**config.mk**
```make
export PLATFORM = sky130hd
export DESIGN_NAME = ram_burst_reader
export DESIGN_NICKNAME = d
export VERILOG_FILES = /design/src/rtl/ram_burst_reader_pkg.sv /design/src/rtl/rbr_fifo2.sv /design/src/rtl/ram_burst_reader.sv
export SDC_FILE = /design/constraint.sdc
export NUM_CORES = 1
export LEC_CHECK = 0
export ABC_AREA = 1
export CORE_MARGIN = 4
export CORE_UTILIZATION = 51
export CTS_CLUSTER_SIZE = 28
export DETAILED_ROUTE_END_ITERATION = 12
export HOLD_SLACK_MARGIN = 0.03
export PLACE_DENSITY_LB_ADDON = 0.12
export RECOVER_POWER = 100
export SKIP_LAST_GASP = 1
export SYNTH_ARGS = -nofsm -noshare
export SYNTH_HDL_FRONTEND = slang
export SYNTH_HIERARCHICAL = 1
export SYNTH_SLANG_ARGS = --single-unit
```
**constraint.sdc**
```tcl
create_clock -name clk -period 1.9 [get_ports clk]
set_input_delay 0.285 -clock clk [delete_from_list [all_inputs] [get_ports clk]]
set_output_delay 0.285 -clock clk [all_outputs]
set_load 0.01 [all_outputs]
```
**src/rtl/ram_burst_reader_pkg.sv**
```systemverilog
// Shared FSM encoding and output-buffer sizing for the BRAM port-B burst reader.
package ram_burst_reader_pkg;

    typedef enum logic [1:0] {
        RBR_IDLE  = 2'd0,
        RBR_READ  = 2'd1,
        RBR_DRAIN = 2'd2,
        RBR_DONE  = 2'd3
    } rbr_state_e;

    localparam int unsigned RBR_FIFO_DEPTH = 2;
    localparam int unsigned RBR_CNT_W      = $clog2(RBR_FIFO_DEPTH + 1);

endpackage

```
**src/rtl/rbr_fifo2.sv**
```systemverilog
// Two-entry registered FIFO; the head entry is a register so the output stays stable
// until it is popped.
module rbr_fifo2
    import ram_burst_reader_pkg::*;
#(
    parameter int unsigned WIDTH = 8
) (
    input  logic                 clk,
    input  logic                 rst_n,
    input  logic                 i_push,
    input  logic [WIDTH-1:0]     i_din,
    input  logic                 i_pop,
    output logic [RBR_CNT_W-1:0] o_count,
    output logic                 o_valid,
    output logic [WIDTH-1:0]     o_head
);

    logic [WIDTH-1:0]     r_head;
    logic [WIDTH-1:0]     r_tail;
    logic [RBR_CNT_W-1:0] r_count;

    always_ff @(posedge clk or negedge rst_n) begin
        if (!rst_n) begin
            r_head  <= '0;
            r_tail  <= '0;
            r_count <= '0;
        end else begin
            case ({i_push, i_pop})
                2'b10: begin
                    if (r_count == 2'd0) r_head <= i_din;
                    else                 r_tail <= i_din;
                    r_count <= r_count + 2'd1;
                end
                2'b01: begin
                    r_head  <= r_tail;
                    r_count <= r_count - 2'd1;
                end
                2'b11: begin
                    // Count is unchanged; the new word lands behind whatever remains.
                    if (r_count == 2'd1) begin
                        r_head <= i_din;
                    end else begin
                        r_head <= r_tail;
                        r_tail <= i_din;
                    end
                end
                default: ;
            endcase
        end
    end

    assign o_count = r_count;
    assign o_valid = (r_count != 2'd0);
    assign o_head  = r_head;

endmodule

```
**src/rtl/ram_burst_reader.sv**
```systemverilog
// Burst reader for BRAM port B: streams len words from base_addr onto a valid/ready port.
// Optional m_last output and per-entry last tag under `RAM_BURST_READER_LAST_EN.
module ram_burst_reader
    import ram_burst_reader_pkg::*;
#(
    parameter int unsigned DATA_WIDTH    = 8,
    parameter int unsigned ADDRESS_WIDTH = 8
) (
    input  logic                     clk,
    input  logic                     rst_n,
    input  logic                     start,
    input  logic [ADDRESS_WIDTH-1:0] base_addr,
    input  logic [ADDRESS_WIDTH:0]   len,
    output logic                     busy,
    output logic                     done,
    output logic [ADDRESS_WIDTH-1:0] ram_addr,
    output logic                     ram_rd,
    input  logic [DATA_WIDTH-1:0]    ram_q,
    output logic [DATA_WIDTH-1:0]    m_data,
    output logic                     m_valid,
`ifdef RAM_BURST_READER_LAST_EN
    output logic                     m_last,
`endif
    input  logic                     m_ready
);

`ifdef RAM_BURST_READER_LAST_EN
    localparam int unsigned FIFO_W = DATA_WIDTH + 1;
`else
    localparam int unsigned FIFO_W = DATA_WIDTH;
`endif
    localparam logic [ADDRESS_WIDTH-1:0] ADDR_ONE = 1;
    localparam logic [ADDRESS_WIDTH:0]   REM_ONE  = 1;
    localparam logic [ADDRESS_WIDTH:0]   REM_ZERO = 0;

    rbr_state_e               r_state;
    rbr_state_e               w_next_state;
    logic [ADDRESS_WIDTH-1:0] r_addr;
    logic [ADDRESS_WIDTH:0]   r_remaining;
    logic                     r_inflight;
    logic [RBR_CNT_W-1:0]     w_fifo_count;
    logic                     w_fifo_valid;
    logic [FIFO_W-1:0]        w_fifo_head;
    logic [FIFO_W-1:0]        w_fifo_din;
    logic                     w_pop;
    logic [2:0]               w_occupancy;
    logic                     w_issue;
    logic                     w_last_issue;

    assign w_pop        = w_fifo_valid & m_ready;
    assign w_occupancy  = 3'(w_fifo_count) + 3'(r_inflight);
    // Credit rule: buffered + in-RAM words after this cycle's pop must leave room.
    assign w_issue      = (r_state == RBR_READ) && (r_remaining != REM_ZERO)
                          && (w_occupancy < (3'd2 + 3'(w_pop)));
    assign w_last_issue = w_issue && (r_remaining == REM_ONE);

    always_ff @(posedge clk or negedge rst_n) begin
        if (!rst_n) r_state <= RBR_IDLE;
        else        r_state <= w_next_state;
    end

    always_comb begin
        w_next_state = r_state;
        case (r_state)
            RBR_IDLE:  if (start) w_next_state = (len == REM_ZERO) ? RBR_DONE : RBR_READ;
            RBR_READ:  if (w_last_issue) w_next_state = RBR_DRAIN;
            RBR_DRAIN: if (!r_inflight && !w_fifo_valid) w_next_state = RBR_DONE;
            RBR_DONE:  w_next_state = RBR_IDLE;
            default:   w_next_state = RBR_IDLE;
        endcase
    end

    always_comb begin
        busy     = (r_state == RBR_READ) || (r_state == RBR_DRAIN);
        done     = (r_state == RBR_DONE);
        ram_rd   = w_issue;
        ram_addr = r_addr;
    end

    always_ff @(posedge clk or negedge rst_n) begin
        if (!rst_n) begin
            r_addr      <= '0;
            r_remaining <= '0;
            r_inflight  <= 1'b0;
        end else begin
            r_inflight <= w_issue;
            if (r_state == RBR_IDLE && start) begin
                r_addr      <= base_addr;
                r_remaining <= len;
            end else if (w_issue) begin
                r_addr      <= r_addr + ADDR_ONE;
                r_remaining <= r_remaining - REM_ONE;
            end
        end
    end

`ifdef RAM_BURST_READER_LAST_EN
    logic r_inflight_last;

    always_ff @(posedge clk or negedge rst_n) begin
        if (!rst_n) r_inflight_last <= 1'b0;
        else        r_inflight_last <= w_last_issue;
    end

    assign w_fifo_din = {r_inflight_last, ram_q};
    assign m_last     = w_fifo_valid & w_fifo_head[DATA_WIDTH];
`else
    assign w_fifo_din = ram_q;
`endif

    rbr_fifo2 #(
        .WIDTH (FIFO_W)
    ) u_fifo (
        .clk     (clk),
        .rst_n   (rst_n),
        .i_push  (r_inflight),
        .i_din   (w_fifo_din),
        .i_pop   (w_pop),
        .o_count (w_fifo_count),
        .o_valid (w_fifo_valid),
        .o_head  (w_fifo_head)
    );

    assign m_valid = w_fifo_valid;
    assign m_data  = w_fifo_head[DATA_WIDTH-1:0];

endmodule

```
==> flow_summary_export.csv, run 1 <==
group,metric,value,unit
timing,setup_viol,0,
cells_and_area,finalNetCount,454,
setup_path,worst_ep_required_time,1620,ps
power_and_ir_drop,p_leak,1.72,nW
die,dieArea,5830,µm²
placement,placement.io_buffers,48,
timing,rsz0062_at_grt,"true",
clock_network,clock_path_buffers,2,
timing,maxSlewViolCount,0,
detailed_routing,drtPass1Iterations,4,
clock_network,cts.sinks,38,
clock_network,cts.clk_slew.worst_paths,70,ps
clock_network,clkLatencyLatePin,290,ps
clock_network,cts_made_buffers,5,
setup_path,cp-start-kind,"flip-flop",
clock_network,cts_tree,"yes",
cells_and_area,multi_input_area,1350,µm²
placement,place_area,3090,µm²
detailed_routing,num_vias,2342,
die,coreArea,4440,µm²
global_route,grt_remaining_overflow,0,
power_and_ir_drop,ir_drop,0.909,mV
status,outcome,"complete, no violations",
global_route,grt_pass1_vias,2310,
power_and_ir_drop,swShare,41.9,%
timing,maxSlewHeadroom,33.1,%
synth,yosys_warnings,6,
global_route,gr-usage-all-layers,20.8,%
clock_network,root_buffer,"clkbuf_8",
placement,dpl.hpwl,4.25,mm
die,std_cell_rows,24,
power_and_ir_drop,pwr-share-comb,59.0,%
timing,max_freq,544,MHz
setup_path,critPathKind,"reg -> out",
detailed_routing,ant_nets,0,
synth,synth_seq_cells,38,
synth,yosysSeqAreaShare,39.9,%
timing,period_needed,1840,ps
power_and_ir_drop,power_density,1700,nW/µm²
timing,fin_worst_skew,4.28,ps
power_and_ir_drop,cell_internal_pwr,3.32,mW
power_and_ir_drop,p_seq_share,26.2,%
clock_network,cts_max_level,2,
setup_path,arrival,1550,ps
detailed_routing,post_drt_wl_per_cell,12.9,µm
cells_and_area,seq_area,951,µm²
timing,worst_pin_slew,1000,ps
setup_path,endpoint_kind,"output pin",
detailed_routing,drc,0,
global_route,grt_pass1_wl,10.0,mm
synth,synthCells,325,
detailed_routing,vias_per_cell,5.08,
cells_and_area,diodes,0,
synth,netlist_area,2380,µm²
die,die_w,76.4,µm
hold_path,hp-class,"reg -> reg",
synth,syn-num-nets,371,
run,cap_violations,0,
cells_and_area,syn_to_final_growth,40.8,%
die,die_h,76.4,µm
timing,setup-tns-final,0,ps
synth,synth.avg_cell_area,7.33,µm²
die,pin_count,49,
cells_and_area,drive_gt1_share,16.9,%
detailed_routing,wl,5.96,mm
power_and_ir_drop,p_switching,2.39,mW
cells_and_area,layout_common_cells,"124 x nand2_1, 41 x clkdlybuf4s50_1, 38 x nand3_1, 38 x dfrtp_1, 27 x buf_4",
timing,hold_viol,0,
global_route,antenna_found_initial,0,
setup_path,path_max_fanout,3,
timing,final.period_utilization,96.8,%
power_and_ir_drop,clkPwrFrac,14.8,%
cells_and_area,post-route-cell-area,3360,µm²
die,start_util,53.6,%
cells_and_area,layout_commonest_cell,"nand2_1",
global_route,grt_max_degree,19,
detailed_routing,dr.first_iter.drc_count,145,
synth,ys_types,27,
placement,place_congestion,0.823,
cells_and_area,fillers,325,
[layout make-up]
class / count / share of cell area (%)
Multi-Input combinational cell: 250 / 40.2
Clock buffer: 6 / 2.46
Inverter: 33 / 3.76
Sequential cell: 38 / 28.3
Clock inverter: 2 / 1.79
Tap cell: 52 / 1.94
Timing Repair Buffer: 80 / 21.5
[sequential cells by signal, summed over array words and instances, names as in the netlist]
register,flops
u_fifo/o_head,8
ram_addr,8
r_remaining,9
u_fifo/o_count,2
r_inflight,1
r_state,2
u_fifo/r_tail,8
[power by group through the flow]
stage          logic [mW]  registers (mW)  clock network [mW]
6_report             3.37            1.50               0.847
5_1_grt              3.80            1.56               0.899
4_1_cts              3.20            1.50               0.866
3_5_place_dp         3.10            1.53                   0
3_3_place_gp         3.02            1.51                   0
2_1_floorplan        1.86            1.55                   0
[worst paths after layout]
check,start,depth (start not counted),to,slack [ps]
setup / recovery,u_fifo/o_count[0],7,ram_rd,60
hold / removal,u_fifo/r_tail[4],2,u_fifo/r_tail[4],470
setup reg to reg,u_fifo/o_count[0],13,u_fifo/r_tail[0],70
hold reg to reg,u_fifo/r_tail[4],2,u_fifo/r_tail[4],470
max in group asynchronous,rst_n,3,u_fifo/r_tail[2],330
min in group asynchronous,rst_n,2,ram_addr[2],680
[critical path, stage by stage, from the launching register on]
cell,delay [ps]
dfrtp_1,400
ha_2,280
inv_1,70
nand3_1,90
a21oi_2,180
nand2_2,80
inv_2,70
buf_6,90
[kinds of logic (layout without fill, tap and decap cells)]
kind of cell	count (synthesis)	count (layout)	share of synthesized area, %
compound gates	28	28	6.98
buf+inv	37	121	6.67
xor+xnor	7	7	2.57
flops	38	38	39.9
simple gates	198	198	35.0
fa+ha+maj	17	17	8.92
[metal layers]
layer	global-route usage [%]	up-vias	routed length (µm)
met2	38.2	53	3090
met4	5.07	0	50
li1	-	1198	-
met3	4.49	7	242
met1	24.5	1084	2580
met5	0	-	0
[stage by stage]
step           util, %  total power, mW  hold WS, ps  setup WS [ps]  std cells
2_1_floorplan        -             3.40        -10.6            116        325
3_3_place_gp      69.6             4.53          241          -88.2        448
3_5_place_dp      69.6             4.63          239           -130        448
4_1_cts           73.7             5.57          455          -1.98        461
5_1_grt           75.5             6.25          501          -49.1        461
6_report          75.5             5.72          474           61.1        461
[cells in the mapped netlist]
cell type / n / share of area (%)
nand2_2: 5 / 1.3
o21ai_0: 12 / 2.5
inv_4: 1 / 0.26
nand2_1: 126 / 20
a21oi_2: 1 / 0.37
o211ai_2: 1 / 0.52
a21boi_0: 1 / 0.32
o21a_1: 1 / 0.32
buf_6: 2 / 0.94
o211ai_1: 1 / 0.32
inv_2: 2 / 0.32
nand4_1: 3 / 0.79
or2_2: 3 / 0.79
o21ai_1: 5 / 1.0
inv_1: 30 / 4.7
nand3_1: 38 / 8.0
ha_1: 17 / 8.9
a21o_1: 1 / 0.32
xnor2_1: 2 / 0.74
nand2_4: 2 / 0.94
o22ai_1: 1 / 0.26
o21ai_2: 1 / 0.37
xor2_1: 5 / 1.8
dfrtp_1: 38 / 40
a21oi_1: 3 / 0.63
buf_2: 2 / 0.42
nor2_1: 21 / 3.3
[timing repair]
item,in CTS,in global routing
pin swaps,1,3
buffers inserted,4,0
hold buffers,1,0
endpoints found under the hold margin,16,0
setup endpoints to repair,11,22
resized for setup,7,20
(Power assumes the default switching activity.)
==> run 2, diff against run 1 <==
Settings changed: ABC_AREA 1 to not set.
==> run 2 against run 1 <==
Net effect: the run now ends with setup timing left; die area decreased by 3.9%; via count decreased by 13%; critical path depth did not move; flip-flop and latch count unchanged; clock power about the same; wire length fell by 5.7%; combinational power decreased by 2%; cell count fell by 20%; setup slack lost 320 ps; sequential share of layout area rose by 0.39 points; global-route usage shrank 0.077 points; critical path type is now reg -> reg.
==> flow_summary_export.csv, run 2 <==
group,metric,value,unit
synth,synthMostInstantiatedCell,"dfrtp_1",
synth,yosys_warnings,6,
global_route,grt_max_degree,39,
hold_path,hp-class,"in -> async",
timing,period_needed,2160,ps
detailed_routing,post_drt_wl_per_cell,15.2,µm
cells_and_area,multi_input_area,1360,µm²
timing,maxSlewViolCount,0,
cells_and_area,postLayoutCoreUtil,76.4,%
power_and_ir_drop,pwr-share-comb,58.0,%
clock_network,clock_path_buffers,2,
synth,synth.avg_cell_area,9.74,µm²
timing,hold_viol,0,
synth,synth.area.top_cells,"dfrtp_1 42%, ha_1 9.3%, mux2_4 5.3%",
setup_path,arrival,2340,ps
timing,worst_pin_slew,942,ps
die,die_w,74.9,µm
cells_and_area,syn_to_final_growth,45.8,%
synth,netlist_area,2280,µm²
die,std_cell_rows,24,
power_and_ir_drop,p_switching,2.17,mW
cells_and_area,seq_area,955,µm²
power_and_ir_drop,swShare,38.0,%
synth,ys_types,41,
cells_and_area,top_register,"r_remaining",
timing,maxSlewHeadroom,37.2,%
synth,synth_seq_cells,38,
cells_and_area,finalNetCount,364,
timing,setup_viol,32,
synth,syn-num-nets,280,
placement,dpl.hpwl,3.95,mm
timing,rsz0062_at_grt,"true",
cells_and_area,diodes,0,
status,outcome,"complete, but fails checks",
cells_and_area,largest_reg_flops,9,
placement,dp_cells,355,
placement,placement.io_buffers,48,
cells_and_area,layout_common_cells,"35 x dfrtp_1, 32 x buf_4, 27 x clkdlybuf4s50_1, 25 x nor2_1, 21 x a21oi_1",
synth,synth-main-ff-cell,"dfrtp_1",
setup_path,cp-start-kind,"flip-flop",
power_and_ir_drop,ir_drop,0.959,mV
setup_path,path_max_fanout,4,
die,start_util,52.4,%
clock_network,cts_tree,"yes",
timing,max_freq,462,MHz
clock_network,cts.clk_slew.worst_paths,80,ps
timing,worst_slack,-262,ps
detailed_routing,vias_per_cell,5.46,
synth,synth_edf_count,0,
global_route,grt_pass1_vias,1951,
synth,synth_top_area_cell,"dfrtp_1",
detailed_routing,num_vias,2027,
synth,ys_top_cells_by_count,"38 x dfrtp_1, 27 x nor2_1, 22 x a21oi_1, 19 x o21ai_0, 17 x ha_1",
placement,place_congestion,0.958,
die,pin_count,49,
die,coreArea,4350,µm²
cells_and_area,fillers,322,
setup_path,critPathKind,"reg -> reg",
synth,yosysSeqAreaShare,41.7,%
clock_network,cts_made_buffers,5,
detailed_routing,ant_nets,0,
power_and_ir_drop,power_density,1720,nW/µm²
power_and_ir_drop,p_seq_share,27.2,%
synth,async_reset_ff_share,100,%
global_route,grt_remaining_overflow,0,
status,violations,"setup timing",
setup_path,worst_ep_required_time,2080,ps
die,die_h,74.9,µm
clock_network,cts.sinks,38,
timing,final.period_utilization,114,%
run,cap_violations,0,
clock_network,cts_max_level,2,
cells_and_area,drive_gt1_share,26.3,%
detailed_routing,drc,0,
power_and_ir_drop,p_leak,1.45,nW
synth,synth_top_area_share,41.7,%
power_and_ir_drop,cell_internal_pwr,3.54,mW
global_route,grt_pass1_wl,8.89,mm
global_route,antenna_found_initial,0,
detailed_routing,wl,5.62,mm
cells_and_area,instances_no_fill,371,
clock_network,cts_hold_buf,0,
detailed_routing,drtPass1Iterations,4,
global_route,gr-usage-all-layers,20.7,%
synth,synthCells,234,
setup_path,endpoint_kind,"flip-flop",
power_and_ir_drop,clkPwrFrac,14.8,%
placement,post-place-ws,-337,ps
timing,fin_worst_skew,6.05,ps
detailed_routing,dr.first_iter.drc_count,60,
die,dieArea,5600,µm²
cells_and_area,layout_commonest_cell,"dfrtp_1",
clock_network,root_buffer,"clkbuf_8",
clock_network,clkLatencyLatePin,300,ps
==> run 2: final cells by class <==
type                       instances  area share, %
clock buffer                       5           2.07
multi-input combinational        174           40.9
tap                               52           1.96
sequential                        38           28.7
inverter                          14           1.66
timing repair buffer              85           22.7
clock inverter                     3           2.07
==> run 2: metrics by stage <==
step	instance area (µm²)	hold slack (ps)	setup TNS, ps	total power [mW]
finish	3320	197	-4340	5.71
global route	3320	286	-7140	6.15
CTS	3280	39.7	-3900	5.71
detailed placement	3060	363	-5510	4.69
global placement	3060	364	-4610	4.61
floorplan	2360	-10.6	-2300	3.48
==> run 2: logic make-up after synthesis <==
family	synth area share [%]
simple gates	16.8
compound gates	16.0
flops	41.7
buf+inv	4.45
fa+ha+maj	9.33
mux	7.52
xor+xnor	4.23
==> run 2: critical path: stages, from the launching register on <==
cell and delay (ps):
dfrtp_2 450, ha_4 180, ha_4 160, or3b_4 380, a2111o_1 350, nor4_2 260
xnor2_1 170, a21oi_1 90
==> run 2: routing by layer <==
metal / vias up / wire (µm) / part of all wire [%] / GRT usage (%)
met5: - / 0 / 0 / 0
met4: 0 / 80 / 1.4 / 5.53
li1: 1000 / - / - / -
met1: 972 / 2480 / 44 / 25.5
met3: 8 / 241 / 4.3 / 4.01
met2: 47 / 2820 / 50 / 36.8
==> run 2: path summary, 6_finish.rpt <==
| check | start | end | slack [ps] | depth (start not counted) |
|---|---|---|---|---|
| min in group clk | u_fifo/r_tail[5] | u_fifo/r_tail[5] | 510 | 1 |
| worst max-delay path | u_fifo/o_count[0] | r_remaining[5] | -260 | 7 |
| worst min-delay path | rst_n | u_fifo/o_count[1] | 200 | 2 |
| max in group asynchronous | rst_n | r_inflight | 1070 | 2 |
| worst min register to register | u_fifo/r_tail[5] | u_fifo/r_tail[5] | 510 | 1 |
| worst max register to register | u_fifo/o_count[0] | r_remaining[5] | -260 | 7 |
==> run 2: power by group through the flow <==
stage	combinational, mW	clock, mW	sequential [mW]
final	3.31	0.845	1.55
after global routing	3.65	0.894	1.60
after CTS	3.29	0.871	1.55
after detailed placement	3.13	0	1.56
after floorplan	1.84	0	1.64
after global placement	3.05	0	1.56
==> run 2: what timing repair did <==
item,in CTS,in global routing
endpoints found under the setup margin,29,36
pin swaps,6,10
endpoints found under the hold margin,0,0
resized for setup,13,7
buffers inserted,6,2
